`src/rtl/adder_pkg.sv`:
```
// Shared types and constants for the nibble-serial adder.
package adder_pkg;

    localparam int unsigned NIBBLE = 4;

    typedef enum logic [1:0] {
        IDLE = 2'd0,
        ADD  = 2'd1,
        DONE = 2'd2
    } state_t;

endpackage

```
`src/rtl/carry_look_ahead_adder_behavioral.sv`:
```
// 4-bit carry-look-ahead adder: flat generate/propagate carry equations.
module carry_look_ahead_adder_behavioral (
    input  logic [3:0] A,
    input  logic [3:0] B,
    input  logic       Cin,
    output logic [3:0] S,
    output logic       Cout
);

    logic [3:0] g;
    logic [3:0] p;
    logic [4:0] c;

    assign g = A & B;
    assign p = A ^ B;

    // Every carry is expanded directly from Cin so no carry ripples between bits
    assign c[0] = Cin;
    assign c[1] = g[0] | (p[0] & Cin);
    assign c[2] = g[1] | (p[1] & g[0]) | (p[1] & p[0] & Cin);
    assign c[3] = g[2] | (p[2] & g[1]) | (p[2] & p[1] & g[0])
                | (p[2] & p[1] & p[0] & Cin);
    assign c[4] = g[3] | (p[3] & g[2]) | (p[3] & p[2] & g[1])
                | (p[3] & p[2] & p[1] & g[0]) | (p[3] & p[2] & p[1] & p[0] & Cin);

    assign S    = p ^ c[3:0];
    assign Cout = c[4];

endmodule

```
`src/rtl/nibble_serial_adder.sv`:
```
// Adds two WIDTH-bit operands one nibble per cycle through a single 4-bit CLA,
// with a valid/ready handshake on both the operand and the result side.
module nibble_serial_adder
    import adder_pkg::*;
#(
    parameter int unsigned WIDTH = 16
) (
    input  logic             clk,
    input  logic             rst,
    input  logic             in_valid,
    output logic             in_ready,
    input  logic [WIDTH-1:0] a,
    input  logic [WIDTH-1:0] b,
    input  logic             cin,
    output logic             out_valid,
    input  logic             out_ready,
    output logic [WIDTH-1:0] sum,
    output logic             cout,
    output logic             ovf
);

    localparam int unsigned STEPS = WIDTH / NIBBLE;
    localparam int unsigned CNT_W = $clog2(STEPS) + 1;
    localparam logic [CNT_W-1:0] LAST = CNT_W'(STEPS - 1);

    state_t            state;
    logic [WIDTH-1:0]  a_sr;
    logic [WIDTH-1:0]  b_sr;
    logic [WIDTH-1:0]  acc;
    logic [WIDTH-1:0]  acc_next;
    logic              carry;
    logic              a_msb;
    logic              b_msb;
    logic [CNT_W-1:0]  cnt;
    logic [NIBBLE-1:0] nib_s;
    logic              nib_c;

    carry_look_ahead_adder_behavioral u_cla (
        .A   (a_sr[NIBBLE-1:0]),
        .B   (b_sr[NIBBLE-1:0]),
        .Cin (carry),
        .S   (nib_s),
        .Cout(nib_c)
    );

    // New nibble enters at the MSB end; shift form keeps WIDTH=4 legal
    assign acc_next = (acc >> NIBBLE) | (WIDTH'(nib_s) << (WIDTH - NIBBLE));

    // sum/cout/ovf load only on entry to DONE, so they hold between results
    always_ff @(posedge clk or posedge rst) begin
        if (rst) begin
            state     <= IDLE;
            in_ready  <= 1'b1;
            out_valid <= 1'b0;
            sum       <= '0;
            cout      <= 1'b0;
            ovf       <= 1'b0;
            a_sr      <= '0;
            b_sr      <= '0;
            acc       <= '0;
            carry     <= 1'b0;
            a_msb     <= 1'b0;
            b_msb     <= 1'b0;
            cnt       <= '0;
        end else begin
            case (state)
                IDLE: begin
                    if (in_valid) begin
                        a_sr     <= a;
                        b_sr     <= b;
                        carry    <= cin;
                        a_msb    <= a[WIDTH-1];
                        b_msb    <= b[WIDTH-1];
                        cnt      <= '0;
                        state    <= ADD;
                        in_ready <= 1'b0;
                    end
                end
                ADD: begin
                    a_sr  <= a_sr >> NIBBLE;
                    b_sr  <= b_sr >> NIBBLE;
                    carry <= nib_c;
                    acc   <= acc_next;
                    cnt   <= cnt + CNT_W'(1);
                    if (cnt == LAST) begin
                        state     <= DONE;
                        out_valid <= 1'b1;
                        sum       <= acc_next;
                        cout      <= nib_c;
                        ovf       <= nib_c ^ (a_msb ^ b_msb ^ acc_next[WIDTH-1]);
                    end
                end
                DONE: begin
                    if (out_ready) begin
                        state     <= IDLE;
                        out_valid <= 1'b0;
                        in_ready  <= 1'b1;
                    end
                end
                default: begin
                    state     <= IDLE;
                    out_valid <= 1'b0;
                    in_ready  <= 1'b1;
                end
            endcase
        end
    end

endmodule

```
`config.mk`:
```
export PLATFORM = sky130hd
export DESIGN_NAME = nibble_serial_adder
export DESIGN_NICKNAME = d
export VERILOG_FILES = /design/src/rtl/adder_pkg.sv /design/src/rtl/carry_look_ahead_adder_behavioral.sv /design/src/rtl/nibble_serial_adder.sv
export SDC_FILE = /design/constraint.sdc
export NUM_CORES = 1
export LEC_CHECK = 0
export ABC_CLOCK_PERIOD_IN_PS = 2300
export BUFFER_PORTS_ARGS = -buffer_cell sky130_fd_sc_hd__buf_2
export CORE_ASPECT_RATIO = 1.2
export CORE_UTILIZATION = 50
export DETAILED_ROUTE_END_ITERATION = 6
export HOLD_SLACK_MARGIN = 0.05
export PLACE_DENSITY = 0.73
export SLEW_MARGIN = 20
export SYNTH_ARGS = -nofsm -noshare
export SYNTH_HDL_FRONTEND = slang
export SYNTH_SLANG_ARGS = --single-unit
export TNS_END_PERCENT = 100
```
`constraint.sdc`:
```
create_clock -name clk -period 2.3 [get_ports clk]
set_input_delay 0.345 -clock clk [delete_from_list [all_inputs] [get_ports clk]]
set_output_delay 0.345 -clock clk [all_outputs]
set_load 0.03 [all_outputs]
```
# After elaboration in Yosys (flattened, before gate mapping)
# Cells that the tools add are included.
[word_totals]
output_inout_bits = 20
elab_cells = 81
regBits = 76
in_bits = 37
[op_classes]
addsub = 1
muxes = 18
n_eq_ne = 6
bitwise = 35
n_reduce_logical = 8
[ops]
columns = ["op", "count"]
rows = [
  ["$pmux W16 S2", 2],
  ["$mux W16", 2],
  ["$and A1 B1 Y1", 16],
  ["$or A12 B16 Y16", 1],
  ["$or A1 B1 Y1", 10],
  ["$reduce_and A3 Y1", 3],
  ["$xor A4 B4 Y4", 2],
  ["$mux W2", 3],
  ["$ne A2 B2 Y1 const B", 3],
  ["$pmux W1 S3", 2],
  ["$pmux W2 S3", 1],
  ["$pmux W3 S2", 1],
  ["$reduce_and A2 Y1", 3],
  ["$mux W1", 5],
  ["$and A4 B4 Y4", 1],
  ["$add A3 B1 Y3 const B", 1],
  ["$eq A3 B2 Y1 const B", 1],
  ["$mux W3", 1],
  ["$xor A1 B1 Y1", 3],
  ["$eq A2 B1 Y1 const B", 1],
  ["$eq A2 B2 Y1 const B", 1],
  ["$logic_not A2 Y1", 1],
  ["$not A1 Y1", 2],
  ["$pmux W1 S2", 1],
  ["$reduce_bool A2 Y1", 1],
]

# Depth between registers and ports, before layout
# Gate-level depths: netlist (run 1).
[logic_depth]
word_depth = 9
depth_mapped = 7

# By module
# A second synthesis (run 1) with hierarchy kept.
[hier_totals]
hier_cells = 290
hier_area_um2 = 3179.3
[modules_own_cells]
columns = ["module", "cells_each", "n_inst", "area_each_um2"]
rows = [
  ["nibble_serial_adder", 273, 1, 3031.7],
  ["carry_look_ahead_adder_behavioral", 17, 1, 147.6],
]

# Worst setup path before layout (run 1)
# Ideal clock, no wire load.
[synth_path]
path_type = "register to register"
startpoint = "register a_sr[0]"
endpoint = "register ovf"
path_slack_ns = 0.453
t_required_ns = 2.176
path_stages_with_launch = 7
arrival_ns = 1.723
n_path_buf = 0
cell_sequence = "dfrtp_1 -> ha_1 -> a211oi_2 -> o21bai_1 -> or2_0 -> mux2_4 -> a211o_1"
[synth_between]
elab_chain_cells = 8
elab_cells_between_ends = 16
[synth_lines]
columns = ["item", "line_no", "rtl"]
rows = [
  ["from (decl)", "nibble_serial_adder.sv:27", "logic [WIDTH-1:0] a_sr;"],
  ["from (signal assigned)", "nibble_serial_adder.sv:80", "a_sr <= a_sr >> NIBBLE;"],
  ["$and A4 B4 Y4 or $xor A4 B4 Y4 (tied branches)", "carry_look_ahead_adder_behavioral.sv:14, carry_look_ahead_adder_behavioral.sv:15", ""],
  ["$and A1 B1 Y1, on equally long branches", "carry_look_ahead_adder_behavioral.sv:21, carry_look_ahead_adder_behavioral.sv:22", ""],
  ["$or A1 B1 Y1 or $and A1 B1 Y1 (tied branches)", "carry_look_ahead_adder_behavioral.sv:21, carry_look_ahead_adder_behavioral.sv:22", ""],
  ["$or A1 B1 Y1", "carry_look_ahead_adder_behavioral.sv:22", "| (p[2] & p[1] & p[0] & Cin);"],
  ["$xor A4 B4 Y4", "carry_look_ahead_adder_behavioral.sv:26", "assign S = p ^ c[3:0];"],
  ["$or A12 B16 Y16", "nibble_serial_adder.sv:47", "assign acc_next = (acc >> NIBBLE) | (WIDTH'(nib_s) << (WIDTH - NIBBLE));"],
  ["$xor A1 B1 Y1", "nibble_serial_adder.sv:90", "ovf <= nib_c ^ (a_msb ^ b_msb ^ acc_next[WIDTH-1]);"],
  ["$xor A1 B1 Y1 *", "nibble_serial_adder.sv:90", ""],
  ["to (signal assigned)", "nibble_serial_adder.sv:90", ""],
  ["to (decl)", "nibble_serial_adder.sv:19", "output logic ovf"],
]
# Every way passes the cells marked *; elsewhere a longest branch is shown, timed or not.
# A chain may end at the register's enable or synchronous reset.

# Worst setup path after layout (run 1)
# Ends and elaborated chain as after synthesis.

==> out/qor.csv, run 1 <==
stage,metric,value,unit
clock_network,total CTS buffers,9,
power_and_ir_drop,peak supply drop,0.0007261,V
final_layout,Antenna Cells,0,
routing,final wirelength,6070,um
logic_synthesis,Synth Area in Compound Gates,10.88,%
logic_synthesis,post-synth cell types,34,
logic_synthesis,largest family of logic cells by synthesized area,multiplexers,
floorplan,die footprint,6626,um2
power_and_ir_drop,total power,5.403,mW
floorplan,Die Span X,74.48,um
sta,setup TNS,0,ns
clock_network,CTS sink count,72,
global_routing,first-pass GRT wire length,10090,um
logic_synthesis,Post-Syn Instances,294,
clock_network,Worst-path clk slew,0.08,ns
setup_path,CP arrival,2.18,ns
sta,Period minus WS final,1.950,ns
power_and_ir_drop,LEAKAGE,1.826,nW
clock_network,Skew-Pair Late Insertion Delay,0.34,ns
setup_path,Worst R2R Path Depth,6,
logic_synthesis,"Avg Cell Area, Syn",10.72,um2
hold_path,worst hold-check path type,primary input to async pin,
routing,Starting DRT DRC Count,128,
setup_path,crit path max fanout,3,
setup_path,reg2reg start,a_sr[0],
run_status,outcome,completed,
global_routing,largest net degree at the start of global routing,73,
logic_synthesis,Simple-Gate Fraction of Synth Area,11.39,%
floorplan,Core Region,6051,um2
setup_path,Critical Path Sink Type,flip-flop,
floorplan,initial core utilization,52.09,%
logic_synthesis,XOR/XNOR share of the synthesized area,1.389,%
final_layout,"commonest non-fill, non-tap cell in the layout",nand2_1,
logic_synthesis,Syn Std Cell Area,3152,um2
setup_path,Critical Path Start Type,flip-flop,
routing,Vias/cell,5.239,
clock_network,CTS resizes,0,
final_layout,fill count,555,
sta,actual slew at the worst max-slew pin,0.3794,ns
final_layout,Layout Nets,396,
clock_network,Setup Buffers After CTS,0,
power_and_ir_drop,pwr/cell area,1437,nW/um2
floorplan,DIE HEIGHT,88.97,um
logic_synthesis,Synth Area in Adders,3.017,%
sta,max frequency,0.5127,GHz
placed_design,GPL Wtd Cong,0.7366,
logic_synthesis,"Seq/Total Area, Yosys",57.21,%
floorplan,I/O pins,57,
routing,routed len/inst,13.83,um
final_layout,Reg area,1803,um2
final_layout,area delta synth->final,19.25,%
sta,Final period util,84.80,%
routing,Vias,2300,
final_layout,most frequent cells in the layout,"nand2_1 (74), dfrtp_1 (71), buf_2 (56), o21ai_0 (42), mux2i_1 (23)",
logic_synthesis,Seq cells post-synth,72,
final_layout,area occupied by multi-input gates,1257,um2
logic_synthesis,ys async rst share,100.0,%
clock_network,H-tree depth,3,
setup_path,crit path from,a_sr[0],
logic_synthesis,Syn. warnings,0,
sta,Final Setup Violations,0,
final_layout,layout cell share with drive strength beyond 1,28.57,%
placed_design,port bufs,56,
placed_design,Post-DP HPWL,4155,um
sta,Rel. slew slack,74.71,%
logic_synthesis,mux cell area share after synthesis,12.78,%
global_routing,total gr overflow,0,
routing,DR DRC count,0,
routing,First-pass DRT Iterations,4,
clock_network,Root Buffer,clkbuf_8,
logic_synthesis,main flop type after synthesis,dfrtp_1,
sta,RSZ-0062 raised after global routing,no,
logic_synthesis,Post-synth EDFFs,0,
clock_network,clk buf depth,2,
setup_path,CP required,2.53,ns
routing,ANT nets after route,0,
global_routing,All-Layer GR Usage,20.74,%
logic_synthesis,Syn Nets,338,
sta,final hold violation count,0,
job,# Max-Cap Violations,0,
global_routing,antenna violations before repair,0,
sta,Worst Skew,0.008003,ns
clock_network,CTS tree,done,
global_routing,vias in the first global route,2196,
setup_path,Setup CP Type,flip-flop to flip-flop,
sta,max-slew violations,0,
clock_network,CTS Hold Buffers Added,0,
floorplan,row count,31,
==> final timing paths <==
kind | end | slack, ns
max | ovf | 0.35
min | sum[13] | 0.07
max reg2reg | ovf | 0.35
min reg2reg | acc[5] | 0.47
max in group asynchronous | in_ready | 1.91
min in group clk | state[1] | 0.20
==> where the power goes <==
| part | switching, mW | internal [mW] |
|---|---|---|
| clock network | 0.466 | 0.634 |
| registers | 0.327 | 1.80 |
| logic | 1.34 | 0.839 |
| total | 2.13 | 3.27 |
==> area by class of cell <==
cell class / instances / area share (%)
sequential: 72 / 47.97
multi-input combinational: 199 / 33.46
timing repair buffer: 64 / 9.387
clock buffer: 10 / 3.662
tap: 82 / 2.730
clock inverter: 6 / 2.197
inverter: 6 / 0.5992
==> cells in the mapped netlist, types with 3 or more instances <==
master	count	share of area, %
nand2_1	74	8.8
dfrtp_1	71	56
o21ai_0	42	6.7
mux2i_1	23	7.3
mux2_2	14	5.0
clkbuf_1	8	0.95
a21oi_1	7	1.1
ha_1	6	2.4
inv_1	6	0.71
nor2_1	6	0.71
buf_2	5	0.79
buf_4	3	0.71
xor2_1	3	0.83
==> layer usage <==
layer | GRT usage, % | vias up | part of all wire [%]
met2 | 32.68 | 54 | 49
li1 | - | 1110 | -
met3 | 6.088 | 9 | 4.3
met4 | 10.81 | 0 | 1.8
met1 | 25.84 | 1127 | 45
met5 | 0 | - | 0
==> logic make-up after synthesis <==
kind of cell    after synthesis
mux                          38
fa+ha+maj                     7
simple gates                 88
buf+inv                      23
flops                        72
compound gates               61
xor+xnor                      5
==> critical path, cell delays in order, from the launching register on <==
cell	delay, ns
dfrtp_1	0.39
ha_1	0.33
a211oi_2	0.22
o21bai_1	0.14
or2_0	0.24
mux2_4	0.30
a211o_1	0.22
==> stage by stage <==
step	hold slack, ns	std cells	worst slack (ns)	utilization, %	cell area, um2
2_1_floorplan	0.4313	294	0.1317	-	3152
3_3_place_gp	0.4568	423	0.3948	58.48	3538
3_5_place_dp	0.4563	423	0.3648	58.48	3538
4_1_cts	0.08180	439	0.3445	62.12	3759
5_1_grt	0.09292	439	0.2776	62.12	3759
6_report	0.07287	439	0.3496	62.12	3759
==> state kept, by name, summed over array words and instances (netlist names) <==
register	flops
sum	16
carry	1
in_ready	1
ovf	1
acc	12
out_valid	1
a_sr	16
state	2
cnt	3
b_msb	1
cout	1
b_sr	16
a_msb	1
Note: power is estimated with default switching activity, not from simulation.
==> inputs of run 2 (changes only) <==
--- a/config.mk
+++ b/config.mk
@@ -5,7 +5,7 @@
 export SDC_FILE = /design/constraint.sdc
 export NUM_CORES = 1
 export LEC_CHECK = 0
-export ABC_CLOCK_PERIOD_IN_PS = 2300
+export ABC_CLOCK_PERIOD_IN_PS = 2000
 export BUFFER_PORTS_ARGS = -buffer_cell sky130_fd_sc_hd__buf_2
 export CORE_ASPECT_RATIO = 1.2
 export CORE_UTILIZATION = 50
==> constraint.sdc (replaced) <==
create_clock -name clk -period 2 [get_ports clk]
set_input_delay 0.3 -clock clk [delete_from_list [all_inputs] [get_ports clk]]
set_output_delay 0.3 -clock clk [all_outputs]
set_load 0.03 [all_outputs]
==> run 2 against run 1 <==
- critical path depth did not move
- register-to-register slack got worse by 0.27 ns
- clock power barely moved
- via count fell by 2.0%
- total power rose by 14%
- non-clock buffer count rose by 1
- critical endpoint unchanged
- highest routed layer unchanged
==> out/qor.csv, run 2 (synthesis results as in run 1) <==
stage,metric,value,unit
run_status,outcome,completed,
sta,setup TNS,0,ns
routing,DR DRC count,0,
setup_path,Setup CP Type,flip-flop to flip-flop,
floorplan,Core Region,6051,um2
setup_path,CP required,2.22,ns
sta,final hold violation count,0,
placed_design,port bufs,56,
clock_network,total CTS buffers,9,
clock_network,Skew-Pair Late Insertion Delay,0.34,ns
power_and_ir_drop,total power,6.138,mW
final_layout,Antenna Cells,0,
final_layout,final core occ,62.32,%
floorplan,initial core utilization,52.09,%
sta,max frequency,0.5212,GHz
placed_design,GPL Wtd Cong,0.8128,
power_and_ir_drop,pwr/cell area,1628,nW/um2
power_and_ir_drop,LEAKAGE,1.825,nW
power_and_ir_drop,peak supply drop,0.0007935,V
setup_path,Critical Path Start Type,flip-flop,
sta,actual slew at the worst max-slew pin,0.4442,ns
routing,met3 wire len,252,um
routing,ANT nets after route,0,
sta,Worst Skew,0.008425,ns
setup_path,Critical Path Sink Type,flip-flop,
routing,First-pass DRT Iterations,4,
global_routing,largest net degree at the start of global routing,54,
hold_path,worst hold-check path type,primary input to flip-flop,
clock_network,Worst-path clk slew,0.07,ns
routing,Vias,2255,
routing,routed len/inst,13.77,um
routing,M1 wire length,2695,um
routing,Vias/cell,5.125,
sta,RSZ-0062 raised after global routing,no,
sta,max-slew violations,0,
global_routing,vias in the first global route,2282,
floorplan,I/O pins,57,
clock_network,CTS sink count,72,
clock_network,clk buf depth,2,
global_routing,All-Layer GR Usage,20.54,%
clock_network,H-tree depth,3,
final_layout,most frequent cells in the layout,"nand2_1 (74), dfrtp_1 (71), buf_2 (56), o21ai_0 (41), mux2i_1 (23)",
job,# Max-Cap Violations,0,
setup_path,crit path max fanout,3,
sta,Rel. slew slack,70.32,%
global_routing,antenna violations before repair,0,
floorplan,Die Span X,74.48,um
placed_design,Post-DP HPWL,4218,um
routing,length of routed met2 wiring,3035,um
final_layout,Layout Nets,397,
final_layout,"commonest non-fill, non-tap cell in the layout",nand2_1,
clock_network,Root Buffer,clkbuf_8,
final_layout,area delta synth->final,19.65,%
floorplan,DIE HEIGHT,88.97,um
final_layout,biggest regs,"a_sr: 16 flops, b_sr: 16 flops, sum: 16 flops",
sta,Period minus WS final,1.919,ns
sta,Final period util,95.93,%
global_routing,total gr overflow,0,
routing,top routing layer used,met4,
clock_network,Setup Buffers After CTS,0,
final_layout,layout cell share with drive strength beyond 1,28.21,%
clock_network,CTS tree,done,
floorplan,die footprint,6626,um2
setup_path,CP arrival,2.14,ns
routing,Starting DRT DRC Count,100,
routing,final wirelength,6059,um
floorplan,row count,31,
global_routing,first-pass GRT wire length,10100,um
sta,Final Setup Violations,0,
==> run 2: per-stage QoR <==
stage	cell area, um2	hold WS [ns]	std cells	setup WS, ns
after CTS	3767	0.1474	440	0.02897
after global routing	3771	0.1576	440	0.01759
after global placement	3567	0.3329	423	0.09903
after floorplan	3156	0.3863	294	0.1530
after detailed placement	3567	0.3376	423	0.03752
final	3771	0.1553	440	0.08149
==> run 2: routing by layer <==
metal,GRT usage [%],vias to the layer above
met2,35.05,56
met4,9.262,0
met1,25.19,1081
met3,3.946,7
li1,-,1111
met5,0,-
==> run 2: area by class of cell <==
| cell class | instances | area [um2] |
|---|---|---|
| flip-flops and latches | 72 | 1803 |
| fillers | 531 | 2280 |
| well taps | 82 | 102.6 |
| inverters | 6 | 26.28 |
| repair buffers | 65 | 387.9 |
| clock inverters | 4 | 45.04 |
| multi-input cells | 199 | 1261 |
| clock buffers | 12 | 145.1 |
==> run 2: where the power goes <==
group / internal, mW / switching [mW]
Clock: 0.605 / 0.512
Sequential: 2.07 / 0.373
Combinational: 1.03 / 1.56
Total: 3.70 / 2.44
==> run 2: what timing repair did <==
action | CTS | global route
resized for setup | 0 | 2
endpoints found under the hold margin | 18 | 0
setup endpoints to repair | 0 | 1
hold buffers | 1 | 0
==> run 2: worst max-delay path, stage by stage (launching register included) <==
cell and delay, ns:
dfrtp_1 0.38, ha_1 0.32, a211oi_2 0.21, o21bai_2 0.12, or2_0 0.23, mux2_4 0.31, a211o_1 0.23
==> run 2: worst paths after layout <==
kind | from | endpoint | slack [ns] | depth (start not counted)
max | a_sr[0] | ovf | 0.08 | 6
min | b[14] | b_sr[14] | 0.16 | 3
min reg2reg | acc[6] | acc[6] | 0.48 | 2
max reg2reg | a_sr[0] | ovf | 0.08 | 6
min in group asynchronous | rst | sum[3] | 0.51 | 3
max in group asynchronous | rst | cnt[0] | 0.88 | 4
==> inputs of run 3 (changes only) <==
--- a/config.mk
+++ b/config.mk
@@ -9,11 +9,13 @@
 export BUFFER_PORTS_ARGS = -buffer_cell sky130_fd_sc_hd__buf_2
 export CORE_ASPECT_RATIO = 1.2
 export CORE_UTILIZATION = 50
+export CTS_BUF_LIST = sky130_fd_sc_hd__clkbuf_8
 export DETAILED_ROUTE_END_ITERATION = 6
 export HOLD_SLACK_MARGIN = 0.05
 export PLACE_DENSITY = 0.73
 export SLEW_MARGIN = 20
 export SYNTH_ARGS = -nofsm -noshare
 export SYNTH_HDL_FRONTEND = slang
+export SYNTH_HIERARCHICAL = 1
 export SYNTH_SLANG_ARGS = --single-unit
 export TNS_END_PERCENT = 100
==> run 3 against run 2 <==
- first-iteration DRC count is 9.0% higher
- clock-buffer cell count shrank 2
- sequential share of layout area fell by 0.24 points
- clock power barely moved
- sequential power barely moved
- non-clock buffer count increased by 1
- core utilization hardly changed
- critical path type unchanged
- critical endpoint unchanged
==> out/qor.csv, run 3 <==
stage,metric,value,unit
final_layout,final core occ,62.28,%
sta,Period minus WS final,1.879,ns
sta,Rel. slew slack,65.41,%
global_routing,first-pass GRT wire length,9853,um
clock_network,CTS sink count,72,
logic_synthesis,synth top area cells,"dfrtp_1 (56%), nand2_1 (8.5%), mux2i_1 (7.6%)",
final_layout,Antenna Cells,0,
routing,routed len/inst,13.25,um
floorplan,die footprint,6683,um2
sta,max frequency,0.5323,GHz
routing,ANT nets after route,0,
clock_network,H-tree depth,3,
job,# Max-Cap Violations,0,
logic_synthesis,main flop type after synthesis,dfrtp_1,
power_and_ir_drop,LEAKAGE,1.961,nW
clock_network,CTS resizes,0,
routing,First-pass DRT Iterations,4,
clock_network,clk buf depth,2,
logic_synthesis,Synth top cells by count,"nand2_1 (72), dfrtp_1 (71), o21ai_0 (43), mux2i_1 (24), mux2_2 (18)",
setup_path,CP arrival,2.10,ns
final_layout,layout cell share with drive strength beyond 1,28.93,%
routing,Vias,2234,
logic_synthesis,Post-synth EDFFs,0,
final_layout,area occupied by multi-input gates,1250,um2
floorplan,Die Span X,74.80,um
sta,setup TNS,0,ns
placed_design,Post-DP HPWL,4191,um
setup_path,CP required,2.22,ns
placed_design,GPL Wtd Cong,0.7690,
hold_path,worst hold-check path type,primary input to flip-flop,
logic_synthesis,"Seq/Total Area, Yosys",56.71,%
sta,Final period util,93.93,%
power_and_ir_drop,P_sw,2.444,mW
power_and_ir_drop,clock power share,18.0,%
final_layout,biggest regs,"a_sr: 16 flops, b_sr: 16 flops, sum: 16 flops",
floorplan,Core Region,6090,um2
logic_synthesis,Syn. warnings,6,
routing,DR DRC count,0,
floorplan,I/O pins,57,
routing,final wirelength,5804,um
setup_path,Setup CP Type,flip-flop to flip-flop,
final_layout,Layout Nets,395,
placed_design,port bufs,56,
floorplan,DIE HEIGHT,89.35,um
routing,Vias/cell,5.100,
setup_path,Critical Path Start Type,flip-flop,
clock_network,CTS Hold Buffers Added,1,
final_layout,"commonest non-fill, non-tap cell in the layout",nand2_1,
global_routing,total gr overflow,0,
power_and_ir_drop,Sw Ratio,38.97,%
sta,RSZ-0062 raised after global routing,no,
global_routing,All-Layer GR Usage,19.88,%
power_and_ir_drop,P_int,3.827,mW
logic_synthesis,Seq cells post-synth,72,
logic_synthesis,"Avg Cell Area, Syn",10.96,um2
logic_synthesis,Yosys top cell by area,dfrtp_1,
final_layout,fin cells,438,
power_and_ir_drop,peak supply drop,0.0007859,V
final_layout,area delta synth->final,19.28,%
global_routing,antenna violations before repair,0,
sta,final hold violation count,0,
global_routing,largest net degree at the start of global routing,54,
setup_path,crit path max fanout,3,
routing,Starting DRT DRC Count,109,
power_and_ir_drop,pwr/cell area,1653,nW/um2
floorplan,initial core utilization,52.21,%
setup_path,Critical Path Sink Type,flip-flop,
sta,max-slew violations,0,
run_status,outcome,completed,
sta,Worst Skew,0.007879,ns
final_layout,most frequent cells in the layout,"nand2_1 (72), dfrtp_1 (70), buf_2 (56), o21ai_0 (43), mux2i_1 (24)",
power_and_ir_drop,Gate power share,42.6,%
power_and_ir_drop,Sequential Power Share,39.4,%
logic_synthesis,Post-Syn Instances,290,
sta,actual slew at the worst max-slew pin,0.5188,ns
clock_network,total CTS buffers,9,
clock_network,CTS tree,done,
floorplan,row count,31,
logic_synthesis,Syn Std Cell Area,3179,um2
logic_synthesis,post-synth cell types,30,
final_layout,Reg area,1804,um2
clock_network,Root Buffer,clkbuf_8,
logic_synthesis,Syn Nets,334,
placed_design,Placed Cells,421,
logic_synthesis,post-synth top area share,55.88,%
clock_network,Setup Buffers After CTS,0,
clock_network,Skew-Pair Late Insertion Delay,0.33,ns
clock_network,Worst-path clk slew,0.07,ns
logic_synthesis,ys async rst share,100.0,%
global_routing,vias in the first global route,2249,
sta,Final Setup Violations,0,
logic_synthesis,cell with the most instances after synthesis,nand2_1,
final_layout,fill count,508,
## run 3: critical path, stage by stage, from the launching register on
cell	delay, ns
dfrtp_1	0.39
ha_1	0.34
a21o_1	0.20
a31o_1	0.20
xor2_1	0.26
xnor2_1	0.17
xnor2_1	0.13
o21ai_0	0.08
## run 3: final timing paths
path	start	to	slack, ns	depth (start not counted)
setup / recovery	a_sr[2]	ovf	0.12	7
hold / removal	a[13]	a_sr[13]	0.21	3
hold reg to reg	acc[4]	acc[4]	0.47	2
min in group asynchronous	rst	sum[8]	0.57	4
setup reg to reg	a_sr[2]	ovf	0.12	7
max in group asynchronous	rst	in_ready	1.14	4
## run 3: power groups by stage
stage	clock network, mW	registers, mW	logic [mW]
2_1_floorplan	0	2.74	1.79
3_3_place_gp	0	2.49	2.62
3_5_place_dp	0	2.52	2.69
4_1_cts	1.16	2.49	2.70
5_1_grt	1.21	2.57	3.01
6_report	1.13	2.47	2.67
## run 3: kinds of logic after synthesis
group	after synthesis	synth area share (%)
flip-flops	72	56.71
XOR/XNOR	6	1.653
adder cells (fa/ha/maj)	7	2.991
buffers and inverters	23	3.975
AND/OR/NAND/NOR	83	10.74
multiplexers	42	13.93
AO/OA/AOI/OAI	57	9.997
## run 3: through the flow
stage               hold slack, ns  setup WS [ns]  total power, mW  cell area, um2
finish                      0.2052         0.1214            6.271            3792
global route                0.2073        0.02105            6.785            3792
CTS                         0.1952         0.1154            6.348            3792
detailed placement          0.3852         0.1195            5.209            3585
global placement            0.3819         0.1802            5.107            3585
floorplan                   0.4360         0.2445            4.529            3183
## run 3: cell type report
| cell class | instances | area share, % |
|---|---|---|
| flip-flops and latches | 72 | 47.58 |
| clock inverters | 6 | 1.584 |
| well taps | 82 | 2.705 |
| inverters | 7 | 0.7918 |
| clock buffers | 10 | 3.629 |
| repair buffers | 66 | 10.76 |
| multi-input cells | 195 | 32.96 |
## run 3: metal layers
layer	vias up	wire [um]	GRT usage (%)
met4	0	104	7.719
met5	-	0	0
li1	1106	-	-
met3	7	292	5.750
met2	52	2884	34.07
met1	1069	2523	23.43
